`config.mk`:
```
export PLATFORM = sky130hd
export DESIGN_NAME = reg_writeback
export DESIGN_NICKNAME = d
export VERILOG_FILES = /design/src/rtl/reg_writeback_pkg.sv /design/src/rtl/reg_writeback_scoreboard.sv /design/src/rtl/reg_writeback.sv
export SDC_FILE = /design/constraint.sdc
export NUM_CORES = 1
export LEC_CHECK = 0
export BUFFER_PORTS_ARGS = -buffer_cell sky130_fd_sc_hd__buf_2
export CAP_MARGIN = 15
export CORE_MARGIN = 1
export CORE_UTILIZATION = 51
export DETAILED_ROUTE_END_ITERATION = 8
export PLACE_DENSITY = 0.8
export SLEW_MARGIN = 20
export SYNTH_ARGS = -nofsm -noshare
export SYNTH_HDL_FRONTEND = slang
export SYNTH_SLANG_ARGS = --single-unit
```
`constraint.sdc`:
```
create_clock -name clk -period 2.2 [get_ports clk]
set_input_delay 0 -clock clk [delete_from_list [all_inputs] [get_ports clk]]
set_output_delay 0 -clock clk [all_outputs]
set_load 0.02 [all_outputs]
```
`src/rtl/reg_writeback_pkg.sv`:
```
// Shared types for the integer register-file write-back slice.
// Optional feature macro used by this slice: WB_BYPASS_EN.
package reg_writeback_pkg;

  typedef logic [31:0] word_t;
  typedef logic [4:0]  reg_addr_t;

  // Which execute unit owns the write port in a given cycle.
  typedef enum logic {
    WB_SRC_ALU = 1'b0,
    WB_SRC_LSU = 1'b1
  } wb_src_t;

  localparam reg_addr_t WB_REG_ZERO = 5'd0;
  localparam word_t     WB_WORD_ZERO = 32'd0;

endpackage

```
`src/rtl/reg_writeback_scoreboard.sv`:
```
// reg_scoreboard: one pending bit per architectural register.
// A set marks a register as awaiting write-back; a clear retires it.
// Register 0 is hard-wired to never be pending.
module reg_scoreboard
  import reg_writeback_pkg::*;
#(
  parameter int NREGS = 32
) (
  input  logic             clk,
  input  logic             rst_n,
  input  logic             set_en,
  input  reg_addr_t        set_addr,
  input  logic             clr_en,
  input  reg_addr_t        clr_addr,
  input  reg_addr_t        rs1_addr,
  input  reg_addr_t        rs2_addr,
  output logic             rs1_busy,
  output logic             rs2_busy,
  output logic [NREGS-1:0] busy_vec
);

  logic [NREGS-1:0] busy_r;

  // Pending bits: set has priority, though issue gating makes set/clear of one reg disjoint.
  always_ff @(posedge clk) begin
    if (!rst_n) begin
      busy_r <= '0;
    end else begin
      for (int i = 0; i < NREGS; i++) begin
        if (set_en && (i != 0) && (set_addr == reg_addr_t'(i))) begin
          busy_r[i] <= 1'b1;
        end else if (clr_en && (clr_addr == reg_addr_t'(i))) begin
          busy_r[i] <= 1'b0;
        end else begin
          busy_r[i] <= busy_r[i];
        end
      end
    end
  end

  // Operand queries; x0 is always readable.
  always_comb begin
    rs1_busy = 1'b0;
    rs2_busy = 1'b0;
    if (rs1_addr != WB_REG_ZERO) begin
      rs1_busy = busy_r[rs1_addr];
    end else begin
      rs1_busy = 1'b0;
    end
    if (rs2_addr != WB_REG_ZERO) begin
      rs2_busy = busy_r[rs2_addr];
    end else begin
      rs2_busy = 1'b0;
    end
  end

  assign busy_vec = busy_r;

endmodule

```
`src/rtl/reg_writeback.sv`:
```
// reg_writeback: arbitrates ALU and LSU results onto a single registered
// register-file write port and tracks pending destinations for issue.
// Macro WB_BYPASS_EN adds forwarding of the in-flight write to rs1/rs2.
module reg_writeback
  import reg_writeback_pkg::*;
#(
  parameter int LSU_PRIORITY = 1,
  parameter int NREGS        = 32
) (
  input  logic        clk,
  input  logic        rst_n,
  input  logic        issue_valid,
  input  reg_addr_t   issue_rd,
  output logic        issue_ready,
  input  reg_addr_t   rs1_addr,
  input  reg_addr_t   rs2_addr,
  output logic        rs1_busy,
  output logic        rs2_busy,
  input  logic        alu_valid,
  output logic        alu_ready,
  input  reg_addr_t   alu_rd,
  input  word_t       alu_data,
  input  logic        lsu_valid,
  output logic        lsu_ready,
  input  reg_addr_t   lsu_rd,
  input  word_t       lsu_data,
  output logic        write_en,
  output reg_addr_t   rd_addr,
  output word_t       rd_data
`ifdef WB_BYPASS_EN
  ,
  output logic        rs1_fwd,
  output logic        rs2_fwd,
  output word_t       rs1_fwd_data,
  output word_t       rs2_fwd_data
`endif
);

  localparam logic LSU_WINS = (LSU_PRIORITY != 0);

  logic             alu_ready_s;
  logic             lsu_ready_s;
  logic             accept_s;
  wb_src_t          src_s;
  reg_addr_t        acc_rd_s;
  word_t            acc_data_s;
  logic             issue_ready_s;
  logic             set_en_s;
  logic             sb_rs1_busy_s;
  logic             sb_rs2_busy_s;
  logic [NREGS-1:0] busy_vec_s;
  logic             write_en_r;
  reg_addr_t        rd_addr_r;
  word_t            rd_data_r;

  // Arbiter: the losing source sees ready=0 only when the other source is offering.
  always_comb begin
    alu_ready_s = 1'b0;
    lsu_ready_s = 1'b0;
    accept_s    = 1'b0;
    src_s       = WB_SRC_ALU;
    if (!rst_n) begin
      alu_ready_s = 1'b0;
      lsu_ready_s = 1'b0;
    end else begin
      if (LSU_WINS) begin
        alu_ready_s = !lsu_valid;
        lsu_ready_s = 1'b1;
      end else begin
        alu_ready_s = 1'b1;
        lsu_ready_s = !alu_valid;
      end
      if (lsu_valid && lsu_ready_s) begin
        accept_s = 1'b1;
        src_s    = WB_SRC_LSU;
      end else if (alu_valid && alu_ready_s) begin
        accept_s = 1'b1;
        src_s    = WB_SRC_ALU;
      end else begin
        accept_s = 1'b0;
        src_s    = WB_SRC_ALU;
      end
    end
  end

  // Payload mux for the winning source.
  always_comb begin
    acc_rd_s   = WB_REG_ZERO;
    acc_data_s = WB_WORD_ZERO;
    case (src_s)
      WB_SRC_LSU: begin
        acc_rd_s   = lsu_rd;
        acc_data_s = lsu_data;
      end
      WB_SRC_ALU: begin
        acc_rd_s   = alu_rd;
        acc_data_s = alu_data;
      end
      default: begin
        acc_rd_s   = WB_REG_ZERO;
        acc_data_s = WB_WORD_ZERO;
      end
    endcase
  end

  // Write port register; results for x0 are consumed without a strobe.
  always_ff @(posedge clk) begin
    if (!rst_n) begin
      write_en_r <= 1'b0;
      rd_addr_r  <= WB_REG_ZERO;
      rd_data_r  <= WB_WORD_ZERO;
    end else if (accept_s && (acc_rd_s != WB_REG_ZERO)) begin
      write_en_r <= 1'b1;
      rd_addr_r  <= acc_rd_s;
      rd_data_r  <= acc_data_s;
    end else begin
      write_en_r <= 1'b0;
      rd_addr_r  <= rd_addr_r;
      rd_data_r  <= rd_data_r;
    end
  end

  // Issue is held off on WAW using the registered pending bit only, so a
  // set never lands on the register being cleared in the same cycle.
  always_comb begin
    issue_ready_s = 1'b0;
    set_en_s      = 1'b0;
    if (rst_n) begin
      issue_ready_s = !busy_vec_s[issue_rd];
      set_en_s      = issue_valid && issue_ready_s && (issue_rd != WB_REG_ZERO);
    end else begin
      issue_ready_s = 1'b0;
      set_en_s      = 1'b0;
    end
  end

  reg_scoreboard #(
    .NREGS (NREGS)
  ) u_scoreboard (
    .clk      (clk),
    .rst_n    (rst_n),
    .set_en   (set_en_s),
    .set_addr (issue_rd),
    .clr_en   (write_en_r),
    .clr_addr (rd_addr_r),
    .rs1_addr (rs1_addr),
    .rs2_addr (rs2_addr),
    .rs1_busy (sb_rs1_busy_s),
    .rs2_busy (sb_rs2_busy_s),
    .busy_vec (busy_vec_s)
  );

`ifdef WB_BYPASS_EN
  logic rs1_hit_s;
  logic rs2_hit_s;

  // Forward the in-flight write; the register file still returns the old value this cycle.
  always_comb begin
    rs1_hit_s = write_en_r && (rd_addr_r == rs1_addr) && (rs1_addr != WB_REG_ZERO);
    rs2_hit_s = write_en_r && (rd_addr_r == rs2_addr) && (rs2_addr != WB_REG_ZERO);
    if (rs1_hit_s) begin
      rs1_busy     = 1'b0;
      rs1_fwd      = 1'b1;
      rs1_fwd_data = rd_data_r;
    end else begin
      rs1_busy     = sb_rs1_busy_s;
      rs1_fwd      = 1'b0;
      rs1_fwd_data = WB_WORD_ZERO;
    end
    if (rs2_hit_s) begin
      rs2_busy     = 1'b0;
      rs2_fwd      = 1'b1;
      rs2_fwd_data = rd_data_r;
    end else begin
      rs2_busy     = sb_rs2_busy_s;
      rs2_fwd      = 1'b0;
      rs2_fwd_data = WB_WORD_ZERO;
    end
  end
`else
  assign rs1_busy = sb_rs1_busy_s;
  assign rs2_busy = sb_rs2_busy_s;
`endif

  assign issue_ready = issue_ready_s;
  assign alu_ready   = alu_ready_s;
  assign lsu_ready   = lsu_ready_s;
  assign write_en    = write_en_r;
  assign rd_addr     = rd_addr_r;
  assign rd_data     = rd_data_r;

endmodule
```
# Word level (Yosys, flattened, before mapping)
# Cells that the tools add are included.
dict set report totals {
  ff_bits 69
  word_cells 288
}
dict set report op_classes {
  magnitude_cmp 3
  eq_ne 62
  n_mux 84
  bitwise 1
  n_reduce_logical 104
}
# operator count
set ops {}
lappend ops {{equality test 5 bit (second input constant)} 32}
lappend ops {{equality test 5 x 4 -> 1 bit (second input constant)} 16}
lappend ops {{2-to-1 mux 1 bit} 79}
lappend ops {{logical AND 1 bit} 67}
lappend ops {{one-hot mux 32 bit (2 select lines)} 1}
lappend ops {{nonzero test 2 bit} 31}
lappend ops {{equality test 5 x 3 -> 1 bit (second input constant)} 8}
lappend ops {{equality test 5 x 2 -> 1 bit (second input constant)} 4}
lappend ops {{nonzero test 5 bit} 4}
lappend ops {{< comparator 5 x 6 -> 1 bit (second input constant)} 3}
lappend ops {{binary-select mux 1 bit (select 5 bit)} 3}
lappend ops {{equality test 5 x 1 -> 1 bit (second input constant)} 2}
lappend ops {{one-hot mux 5 bit (2 select lines)} 1}
lappend ops {{zero test 1 bit} 2}
lappend ops {{inverter 1 bit} 1}

# Longest topological paths before layout
# Gate-level depths: netlist (run 1).
dict set report logic_depth {
  depth_word 9
  mapped_depth 8
  mapped_depth_nobuf 4
}

# Modules after synthesis
# Synthesis (run 1) repeated with hierarchy kept, for this count alone.
dict set report hier_totals {
  cells_unflattened 461
  hier_area_um2 4296.6
}
# module instances cells_each area_per_inst_um2 seq_area_each_um2
set modules_own_cells {}
lappend modules_own_cells {reg_writeback 1 217 2292.2 760.7}
lappend modules_own_cells {reg_scoreboard 1 244 2004.4 620.6}

# Least setup slack after synthesis (run 1)
# OpenSTA, ideal clock, no wires.
dict set report synth_path {
  path_type {input -> register}
  from {input port lsu_rd[0]}
  to {register rd_data_r[1] (netlist: rd_data[1])}
  arrival_time_ps 1513
  setup_slack_ps 571
  cell_stages 7
  path_cell_list {or4_1 or3_1 buf_2 and2_4 buf_6 buf_6 o211a_1}
}
dict set report synth_via {
  elab_chain_len 3
}
# element line_no
set synth_lines {}
lappend synth_lines {{start: declaration} reg_writeback.sv:25} ;# input reg_addr_t lsu_rd,
lappend synth_lines {{one-hot mux 5 bit (2 select lines)} reg_writeback.sv:90} ;# case (src_s)
lappend synth_lines {{nonzero test 5 bit} reg_writeback.sv:112} ;# end else if (accept_s && (acc_rd_s != WB_REG_ZERO)) begin
lappend synth_lines {{logical AND 1 bit} reg_writeback.sv:112}
lappend synth_lines {{end signal: assignment} reg_writeback.sv:115} ;# rd_data_r <= acc_data_s;
lappend synth_lines {{end signal: assignment} reg_writeback.sv:119} ;# rd_data_r <= rd_data_r;
lappend synth_lines {{end: declaration} reg_writeback.sv:54} ;# word_t rd_data_r;
# No other way between the ends.
# A chain may end at the register's enable or synchronous reset.

# Worst setup path in the final report (run 1)
dict set report layout_path {
  from {input port lsu_rd[3]}
  to {register rd_addr_r[3] (netlist: rd_addr[3])}
}
dict set report layout_via {
  elab_chain_len 3
}
# element line_no
set layout_lines {}
lappend layout_lines {{one-hot mux 5 bit (2 select lines) (*)} reg_writeback.sv:90}
lappend layout_lines {{nonzero test 5 bit} reg_writeback.sv:112}
lappend layout_lines {{logical AND 1 bit} reg_writeback.sv:112}
lappend layout_lines {{end signal: assignment} reg_writeback.sv:114} ;# rd_addr_r <= acc_rd_s;
lappend layout_lines {{end signal: assignment} reg_writeback.sv:118} ;# rd_addr_r <= rd_addr_r;
lappend layout_lines {{end: declaration} reg_writeback.sv:53} ;# reg_addr_t rd_addr_r;
# Mark *: on every way between the ends. The rest lies on a longest branch, timed or not.

==> results.md, run 1 <==
Power and ir drop:
- Overall power consumption after layout is estimated at 3.26 mW.
- IR analysis of the VDD net gives a maximum drop of 0.000378 V.
- The leakage power is 2.54 nW.
- The power density of the placed cells is 631 nW/µm².

Detailed routing:
- The total via count after detailed routing is 4154.
- The detailed router finished its first iteration with 306 violations.
- The count of nets left with antenna violations once routing finished came out at 0.
- The vias per cell is 6.25.
- Before antenna repair, the detailed router went through 5 iterations.
- After detailed routing, the number of remaining DRC violations is 0.
- The sum of routed wire length over all layers is 12300 µm.
- The post-detailed-route wirelength per cell is 18.5 µm.

Place:
- The count of placed standard cells including taps is 641.
- The post-place instance area is 4830 µm².
- The number of buffers inserted by port buffering is 136.
- The placer's final routability congestion estimate is 1.01.
- After legalization and detailed placement, the total HPWL measured 9080 µm.

Logic synthesis:
- The share of synthesized registers carrying an async set or reset is 0%.
- A synthesized cell averages 9.51 µm².
- The share of the Yosys chip area taken by registers is 33.2%.
- The synthesized design contains 0 enable-type register cells.
- The flip-flop and latch count after synthesis is 69.
- Counting every instance in the synthesized netlist gives 437.
- Synthesis produced a netlist with a net count of 531.
- The cell area that synthesis handed to floorplanning was 4160 µm².
- The dominant synthesized flop cell is dfxtp_1.
- The number of warnings issued by yosys is 0.
- The distinct cell type count after synthesis is 43.

STA:
- The post-layout minimum cycle time is 2100 ps.
- The worst pin sits at a relative slew slack of 49.3%.
- The max-slew violation count is 0.
- After routing, the total negative slack on setup checks comes to 0 ps.
- Based on the critical path, the design can be clocked at up to 0.475 GHz.
- Setup repair after global routing left no endpoint under its margin.
- Setup violations remaining at the end of the flow were counted as 0.
- The transition at the pin with the smallest max-transition slack is 760 ps.
- The number of hold violations in the final report is 0.
- Across all hold checks on the routed design, the worst slack comes to 14.8 ps.
- In the finished design, the share of the clock period the worst path needs comes to 95.6%.
- The final setup skew is 7.00 ps.

Final layout:
- The fraction of final layout cells with drive strength greater than 1 is 33.2%.
- The number of standard cells in the final layout excluding fillers is 665.
- The count of nets after finishing is 653.
- The area growth from synthesis to final layout is 24.1%.
- The summed area of non-filler cells in the final layout is 5160 µm².
- The repair_antennas step left the layout with diodes totalling 0.

Setup path:
- At the worst endpoint, the required time is 2490 ps.
- The critical path in this run is classified as input pin to flop.
- The sort of element at the end of the critical path is a flop.
- The maximum net fanout on the critical path is 37.
- The type of element launching the critical path is an input pin.
- The worst path arrival time is 2400 ps.

Global routing:
- The number of global-route vias before repair is 4034.
- The first global-routing pass estimated 19500 µm of wire.
- The pin count of the biggest net entering global routing is 52.
- The remaining global-route overflow is 0.
- Global routing consumed, over all layers together, 29.4% of the routing resources.
- The number of antenna violations at the first check in global routing is 0.

CTS:
- No sink is reached through more buffers than the 2 on the longest clock path.
- The root buffer cell chosen for the clock tree is clkbuf_8.
- The clock reaches the later pin of the worst-skew pair after 350 ps.
- Buffers inserted during clock tree synthesis total 9.
- Gates resized during post-CTS repair numbered 0.
- In this run the number of H-tree levels came out at 3.
- TritonCTS built the clock tree.
- After clock tree synthesis, the clock-pin slew on the worst setup and hold paths is 80 ps.
- The number of sinks handled by clock tree synthesis is 69.

Min path:
- The min-delay analysis places its worst path in the category input pin to flop.

Die:
- The initialized floorplan defines 32 standard-cell rows.
- In this run the standard cell core region covers 7810 µm².
- The effective utilization at floorplan is 53.2%.
- The number of I/O pins is 137.
- In this run the horizontal extent of the chip is 92.3 µm.
- The die covers 8510 µm².
- The die outline height is 92.3 µm.

Run:
- The number of max-cap violations is 0.

Run status:
- The run finished with clean final reports.
-- path summary, 6_finish.rpt --
kind                                          start                                endpoint  slack [ps]  cells after the start
max                                       lsu_rd[3]                 rd_addr[3]$_SDFFE_PN0P_         100                      7
min                                     alu_data[2]                 rd_data[2]$_SDFFE_PN0P_          10                      4
max reg2reg  u_scoreboard.busy_vec[31]$_SDFFE_PN0P_  u_scoreboard.busy_vec[31]$_SDFFE_PN0P_         520                      4
min reg2reg                rd_data[25]$_SDFFE_PN0P_                rd_data[25]$_SDFFE_PN0P_         500                      1
-- synth_stat cells, types with 2 or more instances --
cell / number / area (µm²)
a41o_1: 6 / 60.1
dfxtp_1: 69 / 1380
mux2_2: 2 / 22.5
a21oi_1: 6 / 30.0
o21ai_0: 19 / 95.1
a31oi_1: 5 / 31.3
mux4_2: 19 / 428
buf_2: 6 / 30.0
nand3b_1: 2 / 15.0
and3_1: 2 / 12.5
a211oi_1: 2 / 15.0
nand2b_1: 6 / 37.5
inv_1: 4 / 15.0
nor2b_1: 7 / 43.8
nand2_1: 42 / 158
nand4_1: 2 / 12.5
nor2_1: 11 / 41.3
a311oi_1: 3 / 26.3
buf_1: 5 / 18.8
a21boi_0: 17 / 128
o211ai_2: 3 / 37.5
nor3b_1: 4 / 30.0
nor3_1: 7 / 35.0
nor4b_1: 2 / 17.5
a22oi_1: 3 / 22.5
mux2i_1: 53 / 531
buf_6: 4 / 45.0
clkbuf_1: 26 / 97.6
o211a_1: 32 / 320
a32o_1: 10 / 100
nand3_1: 46 / 230
-- critical path, stage by stage --
cell and delay [ps]:
dlygate4sd3_1 520, buf_2 130, or4_1 370, or3_1 340, and2_4 280, o211ai_2 190
dlygate4sd3_1 560
-- repair_timing --
action,CTS,global route
hold buffers,9,0
endpoints found under the hold margin,5,0
setup buffers,0,0
-- cell type report --
cell class	count	area (µm²)
Clock buffer	9	124
Multi-Input combinational cell	322	2570
Tap cell	102	128
Fill cell	667	2650
Timing Repair Buffer	153	831
Inverter	4	15.0
Sequential cell	69	1380
Clock inverter	6	111
-- registers in the layout, indices dropped and copies added (netlist names) --
register	cells
rd_addr	5
u_scoreboard.busy_vec	31
write_en	1
rd_data	32
-- where the power goes --
| part | switching [mW] | total, mW | internal [mW] |
|---|---|---|---|
| logic | 0.370 | 0.645 | 0.275 |
| registers | 0.0545 | 1.37 | 1.31 |
| clock network | 0.495 | 1.24 | 0.748 |
| total | 0.920 | 3.26 | 2.34 |
-- per-layer routing --
metal	global-route usage (%)	vias up	share of wire [%]
met5	0	-	0
met4	11.8	0	2.5
met3	6.30	30	7.9
met2	49.7	234	49
met1	36.2	1983	40
li1	-	1907	-
-- cells by family after synthesis --
family	synth area share [%]
AO/OA/AOI/OAI	21.6
buffers and inverters	5.15
flip-flops	33.2
multiplexers	23.6
AND/OR/NAND/NOR	16.4
-- per-stage QoR --
stage          worst slack (ps)  utilization, %
2_1_floorplan               571               -
3_3_place_gp                575            61.9
3_5_place_dp                527            61.9
4_1_cts                     110            66.1
5_1_grt                    22.4            66.1
6_report                   95.9            66.1
-- layout by cell type, fill, tap and decap left out, types with 3 or more instances in the layout --
master | Yosys | routed
dlygate4sd3_1 | 0 | 9
buf_2 | 6 | 136
o21ai_0 | 19 | 19
a31oi_1 | 5 | 4
inv_1 | 4 | 4
a21boi_0 | 17 | 17
a32o_1 | 10 | 10
nor3_1 | 7 | 7
nor3b_1 | 4 | 4
buf_4 | 1 | 8
mux2i_1 | 53 | 53
nor2b_1 | 7 | 7
a21oi_1 | 6 | 6
nand2_1 | 42 | 42
o211ai_2 | 3 | 3
bufinv_16 | 0 | 3
a41o_1 | 6 | 6
nor2_1 | 11 | 11
mux4_2 | 19 | 19
nand2b_1 | 6 | 6
o211a_1 | 32 | 32
a311oi_1 | 3 | 3
dfxtp_1 | 69 | 69
a22oi_1 | 3 | 3
clkbuf_8 | 0 | 9
nand3_1 | 46 | 46
No activity file was read; power rests on OpenSTA's default activity.
==> run 2: changes to the inputs <==
--- a/config.mk
+++ b/config.mk
@@ -8,10 +8,11 @@
 export BUFFER_PORTS_ARGS = -buffer_cell sky130_fd_sc_hd__buf_2
 export CAP_MARGIN = 15
 export CORE_MARGIN = 1
-export CORE_UTILIZATION = 51
+export CORE_UTILIZATION = 55
 export DETAILED_ROUTE_END_ITERATION = 8
-export PLACE_DENSITY = 0.8
+export PLACE_DENSITY = 0.86
 export SLEW_MARGIN = 20
 export SYNTH_ARGS = -nofsm -noshare
 export SYNTH_HDL_FRONTEND = slang
 export SYNTH_SLANG_ARGS = --single-unit
+export TNS_END_PERCENT = 1
==> constraint.sdc (replaced) <==
create_clock -name clk -period 2.6 [get_ports clk]
set_input_delay 0 -clock clk [delete_from_list [all_inputs] [get_ports clk]]
set_output_delay 0 -clock clk [all_outputs]
set_load 0.02 [all_outputs]
==> run 2 against run 1 <==
Register-to-register slack better by 410 ps. Cell area shrank 1.2%. Combinational power down 15%. Critical endpoint unchanged. Sequential share of layout area increased by 0.34 points. Setup slack better by 20 ps. Sequential cell count did not move. Non-clock buffer count down 3. Power down 21%. Die area is 7.1% lower. Largest power group unchanged. Via count is 0.96% higher.
==> results.md, run 2 (same netlist as run 1, synthesis figures left out) <==
Run status:
- The run finished with clean final reports.

STA:
- Setup repair after global routing left no endpoint under its margin.
- In this run the tightest slew margin relative to its limit is 47.6%.
- The final total negative setup slack is 0 ps.
- The final setup skew is 6.28 ps.
- Static timing analysis puts the maximum clock frequency at 0.403 GHz.
- The transition at the pin with the smallest max-transition slack is 785 ps.
- The number of hold violations in the final report is 0.
- For the finished layout, the period the worst path requires is 2480 ps.
- Setup slack closes at 116 ps.
- The post-route fraction of the period consumed by the critical path is 95.5%.
- The max-slew violation count is 0.
- Setup violations remaining at the end of the flow were counted as 0.

Setup path:
- For this run, the slowest stage of the critical path takes 570 ps.
- The endpoint of the lowest-slack register-to-register path is u_scoreboard.busy_vec[27]$_SDFFE_PN0P_.
- On the critical path the largest part of the delay comes from buffers and inverters.
- The type of the worst setup path is input pin to flop.
- Counting both buffers and inverters, the worst setup path holds a total of 4.
- STA puts the critical path data required time at 2880 ps.
- The worst-path cell with the longest stage delay is dlygate4sd3_1.
- The type of element launching the critical path is an input pin.
- The critical path's most frequent cell is dlygate4sd3_1.
- The internal reg-to-reg setup slack is 930 ps.
- Data arrives at the worst endpoint at 2770 ps.
- The cell count of the worst reg-to-reg path is 4.
- The sort of element at the end of the critical path is a flop.
- The critical path goes through dlygate4sd3_1 > buf_2 > or4_1 > or3_1 > buf_4 > and2_4 > o211ai_2 > dlygate4sd3_1.
- Of all nets on the critical path, the largest fanout is 35.
- The launch instance of the worst register-to-register path is rd_addr[3]$_SDFFE_PN0P_.

Global routing:
- The number of antenna violations at the first check in global routing came to 0.
- The global routing stage identified its most utilized layer as met2.
- The met1 capacity usage during global routing is 38.3%.
- After global routing the overflow that remains totals 0.
- The number of global-route vias before repair is 4030.
- The pin count of the biggest net entering global routing is 40.
- The first global-routing pass estimated 18700 µm of wire.
- The met3 layer usage reported by global route is 7.66%.
- For this run, global-route usage on met2 was measured as 52.4%.
- In the global route stage, overall resource usage came out at 31.2%.

Min path:
- The class of the tightest hold or removal check is input pin to flop.
- The worst hold path begins at alu_data[10].
- The worst hold path was traced through 4 stages.
- The worst-case hold path end point is rd_data[10]$_SDFFE_PN0P_.

Detailed routing:
- Once detail routing completed, the nets flagged for antenna violations numbered 0.
- The post-detailed-route wirelength per cell is 18.4 µm.
- The total DRC errors in the routed layout is 0.
- The final route contains 4194 vias.
- The first TritonRoute pass finished after 5 iterations.
- The vias per cell is 6.34.
- The detailed router finished its first iteration with 409 violations.
- The sum of routed wire length over all layers is 12100 µm.

Die:
- The effective utilization at floorplan is 57.0%.
- The die outline height is 88.9 µm.
- The total die area is 7910 µm².
- The die outline width is 88.9 µm.
- During I/O placement, the number of pins put on the boundary was 137.
- Row generation in the floorplan step produced 31 rows.
- The floorplan step defined a core boundary enclosing 7290 µm².

Place:
- The number of buffers inserted by port buffering is 136.
- Timing analysis after detailed placement gives a worst setup slack of 690 ps.
- The congestion estimate from routability-driven global placement came to 0.910.
- Summed over all nets, the half-perimeter wirelength after detailed placement is 8820 µm.

CTS:
- The post-CTS resize count is 0.
- The deepest clock path buffer count is 2.
- The worst-skew pair later-pin latency is 340 ps.
- CTS saw 69 sinks.
- Buffers inserted during clock tree synthesis total 9.
- CTS built an H-tree with a depth of 3.
- After clock tree synthesis, the clock-pin slew on the worst setup and hold paths is 70 ps.
- The root buffer cell chosen for the clock tree is clkbuf_8.
- TritonCTS built the clock tree.

Final layout:
- The flip-flop count of the largest register, all copies and words added is 32.
- The total area of multi-input combinational cells is 2570 µm².
- The area growth from synthesis to final layout is 22.5%.
- The library cell used most frequently in the layout, excluding fill and tap cells, is buf_2.
- The repair_antennas step left the layout with diodes totalling 0.
- The fraction of final layout cells with drive strength greater than 1 is 32.9%.
- The count of nets after finishing is 651.
- Summing all flip-flop and latch instances after layout gives 1380 µm².
- Leaving out fill and tap cells, the most frequent cells in the layout are buf_2 (136), dfxtp_1 (69), mux2i_1 (53).
- The count of fill cells added during filler insertion is 586.

Power and ir drop:
- The power density of the placed cells is 506 nW/µm².
- The maximum ir drop on the vdd rail is 0.000345 V.
- The design draws 2.58 mW.
- The leakage power is 2.51 nW.

Run:
- The number of max-cap violations is 0.
-- run 2: worst max-delay path by stage --
stage                          from                        to  slack [ps]  depth (start not counted)
after global routing      lsu_rd[0]   rd_addr[3]$_SDFFE_PN0P_          50                          8
after CTS                 lsu_rd[0]   rd_addr[3]$_SDFFE_PN0P_         130                          8
final                     lsu_rd[0]   rd_addr[3]$_SDFFE_PN0P_         120                          8
after floorplan           lsu_rd[0]   rd_data[1]$_SDFFE_PN0P_         970                          7
after detailed placement      rst_n  rd_data[29]$_SDFFE_PN0P_         690                          6
after global placement        rst_n  rd_data[13]$_SDFFE_PN0P_         760                          6
-- run 2: what timing repair did --
item | CTS | global route
setup buffers | 0 | 0
hold endpoints to repair | 4 | 0
endpoints found under the setup margin | 0 | 1
hold buffers | 8 | 0
-- run 2: tightest hold or removal path, stage by stage --
cell,delay [ps]
buf_2,70
mux2i_1,60
nand3_1,80
o211a_1,130
-- run 2: report_power, final --
| group | internal (mW) | switching (mW) |
|---|---|---|
| Clock | 0.467 | 0.404 |
| Sequential | 1.11 | 0.0469 |
| Combinational | 0.230 | 0.317 |
| Total | 1.81 | 0.768 |
-- run 2: area by class of cell --
cell class	instances	area share, %
well taps	99	2.43
flip-flops and latches	69	27.1
repair buffers	150	15.8
inverters	4	0.295
clock buffers	12	2.85
multi-input cells	323	50.6
clock inverters	4	0.933
-- run 2: layer usage --
metal	routed length, µm	vias up
met1	4840	2011
met2	6120	242
met4	266	0
met5	0	-
li1	-	1910
met3	921	31
-- run 2: through the flow --
stage	hold slack, ps	cells	area, µm²	utilization, %
after detailed placement	271	636	4810	66.0
after floorplan	113	437	4160	-
after global placement	261	636	4810	66.0
after global routing	20.4	661	5090	69.9
after CTS	12.7	660	5090	69.7
final	27.1	661	5090	69.9
==> run 3: changes to the inputs <==
--- a/config.mk
+++ b/config.mk
@@ -8,9 +8,8 @@
 export BUFFER_PORTS_ARGS = -buffer_cell sky130_fd_sc_hd__buf_2
 export CAP_MARGIN = 15
 export CORE_MARGIN = 1
-export CORE_UTILIZATION = 55
+export CORE_UTILIZATION = 28
 export DETAILED_ROUTE_END_ITERATION = 8
-export PLACE_DENSITY = 0.86
 export SLEW_MARGIN = 20
 export SYNTH_ARGS = -nofsm -noshare
 export SYNTH_HDL_FRONTEND = slang
==> run 3 against run 2 <==
Global-route usage fell by 14 points. Non-clock buffer count rose by 2. Cell count rose by 13%. Sequential share of layout area fell by 1.2 points. Count of clock-buffer cells in the layout did not move. Cell area rose by 4.5%. Routed wire length rose by 5.2%. Combinational power fell by 0.7%. Critical endpoint is now rd_addr[2]$_SDFFE_PN0P_. Highest routed layer unchanged.
==> results.md, run 3 (same netlist as run 1, synthesis figures left out) <==
Run status:
- The flow ran to the end, and the final reports show no timing, DRC or antenna violations.

Global routing:
- The remaining global-route overflow is 0.
- Entering global routing, the biggest net connects 59 pins.
- The global-route wire length before repair is 20100 µm.
- The number of antenna violations at the first check in global routing is 0.
- Across every metal layer, demand over resource in global routing totals 17.1%.
- The number of global-route vias before repair is 3861.

Setup path:
- Data on the critical path is required at its endpoint by 2870 ps.
- The maximum net fanout on the critical path is 37.
- The type of element launching the critical path is an input pin.
- The sort of element at the end of the critical path is a flop.
- For the worst setup path, the data arrival time is 2550 ps.
- The worst setup path is of the input pin to flop kind.
- Across all register-to-register paths, the minimum setup slack is 940 ps.

Final layout:
- Leaving out fill and tap cells, the most frequent cell in the layout is buf_2.
- The fraction of final layout cells with drive strength greater than 1 is 32.7%.
- Summing all non-filler instances in the final layout gives an area of 5320 µm².
- The count of nets after finishing is 652.
- Compared with the post-synthesis result, the final layout area differs by 28.1%.
- The register with the most flip-flops in the layout has 32 of them.
- The count of fill cells added during filler insertion is 1479.
- Summing all multi-input logic gate instances after layout gives 2580 µm².
- The antenna cell count is 0.
- The sequential cell area in the final layout is 1380 µm².
- In the layout the commonest cells are buf_2 (136), dfxtp_1 (69), mux2i_1 (53).

Detailed routing:
- In this run, the number of DRC markers left after iteration 0 of detailed routing was 193.
- The total DRC errors in the routed layout is 0.
- For this run, the detailed router's first-pass iteration total came to 5.
- In this run the remaining antenna-violating nets after routing total 0.
- Dividing the detail-routed wire length by the instance count gives 17.1 µm.
- The vias per cell is 5.45.
- The final route contains 4074 vias.
- The sum of routed wire length over all layers is 12800 µm.

CTS:
- The number of gates resized after CTS was 0.
- The clock passes through at most 2 buffers.
- The number of levels the H-tree was split into is 3.
- For the worst-skew pair, the clock arrives at the later sink with an insertion delay of 330 ps.
- The number of CTS-inserted buffers is 9.
- After clock tree synthesis, the clock-pin slew on the worst setup and hold paths is 50 ps.
- The number of sinks handled by clock tree synthesis is 69.
- The root buffer cell is clkbuf_16.
- The clock tree from TritonCTS is yes.

Power and ir drop:
- The power share of the combinational group is 18.7%.
- Net switching is 27.4% of the power.
- The internal power of the cells is 2.11 mW.
- The maximum ir drop on the vdd rail is 0.000277 V.
- The sum of internal, switching and leakage power is 2.91 mW.
- The analysis attributes to cell leakage a power of 2.56 nW.
- In this run, the clock network consumes 41.3% of the power.
- In this run the power density over the cells is 547 nW/µm².
- The reported net switching power is 799 µW.
- The share of total power dissipated in sequential elements is 40.0%.

STA:
- The final setup skew is 10.3 ps.
- The transition at the pin with the smallest max-transition slack is 731 ps.
- The final number of setup-violating endpoints is 0.
- Setup repair after global routing left no endpoint under its margin.
- The worst hold slack is 36.2 ps.
- The post-layout minimum cycle time is 2280 ps.
- Setup total negative slack on the finished layout was measured at 0 ps.
- The post-route fraction of the period consumed by the critical path is 87.7%.
- The max-slew violation count is 0.
- The maximum achievable frequency is 0.439 GHz.
- The number of hold violations in the final report is 0.
- The worst slew slack as a fraction of its limit is 51.2%.

Die:
- The effective utilization at floorplan is 28.6%.
- The area of the placeable core is 14500 µm².
- The floorplan step set the die height to 124 µm.
- The die is 124 µm wide.
- The initialized floorplan defines 44 standard-cell rows.
- For this design the top-level I/O count stands at 137.
- The die covers 15300 µm².

Place:
- Once placement finished, the instance area stood at 4930 µm².
- The detailed-placement wirelength estimate is 9560 µm.
- Buffers placed on the I/O ports in this run total 136.
- The congestion estimate from routability-driven global placement came to 0.882.

Min path:
- The tightest min-delay check is of the input pin to flop type.

Run:
- The number of max-cap violations is 0.
-- run 3: cell types whose count changed in the layout (fill, tap and decap cells not counted) --
cell	change
and2_2	-1
clkbuf_8	-9
clkbuf_16	+9
dlygate4sd3_1	+2
a31oi_2	-1
a31oi_4	+1
-- run 3: critical path: stages --
cell and delay, ps:
dlygate4sd3_1 550, buf_2 130, or4_1 510, or3_1 330
and2_4 280, o211ai_2 190, dlygate4sd3_1 560
-- run 3: final timing paths --
kind,start,end,cells past startpoint
worst max register to register,u_scoreboard.busy_vec[20]$_SDFFE_PN0P_,u_scoreboard.busy_vec[22]$_SDFFE_PN0P_,4
worst min-delay path,alu_data[17],rd_data[17]$_SDFFE_PN0P_,4
worst min register to register,rd_data[15]$_SDFFE_PN0P_,rd_data[15]$_SDFFE_PN0P_,1
worst max-delay path,lsu_rd[0],rd_addr[2]$_SDFFE_PN0P_,7
-- run 3: cell type report --
type / instances / area share (%)
clock inverters: 4 / 0.893
clock buffers: 12 / 4.63
flip-flops and latches: 69 / 26.0
repair buffers: 152 / 15.5
inverters: 4 / 0.282
multi-input cells: 322 / 48.4
well taps: 184 / 4.33
-- run 3: power groups by stage --
stage	registers [mW]	logic (mW)	clock network (mW)
6_report	1.16	0.543	1.20
5_1_grt	1.17	0.587	1.29
4_1_cts	1.16	0.546	1.23
3_5_place_dp	1.19	0.530	0
3_3_place_gp	1.18	0.521	0
2_1_floorplan	1.23	0.288	0
-- run 3: timing repair --
action                    4_1_cts  5_1_grt
hold endpoints to repair        4        0
buffers inserted                0        0
hold buffers                   10        0
-- run 3: metrics by stage --
stage,setup slack (ps),cells,util (%)
after floorplan,971,437,-
after global placement,872,721,33.9
after detailed placement,819,721,33.9
after CTS,341,747,36.6
after global routing,262,747,36.6
final,320,747,36.6
-- run 3: per-layer routing --
metal / up-vias / wire, µm / global-route usage [%]
met5: - / 0 / 0
met1: 1943 / 5710 / 23.2
met2: 208 / 5980 / 27.3
li1: 1911 / - / -
met4: 0 / 202 / 5.95
met3: 12 / 881 / 3.07
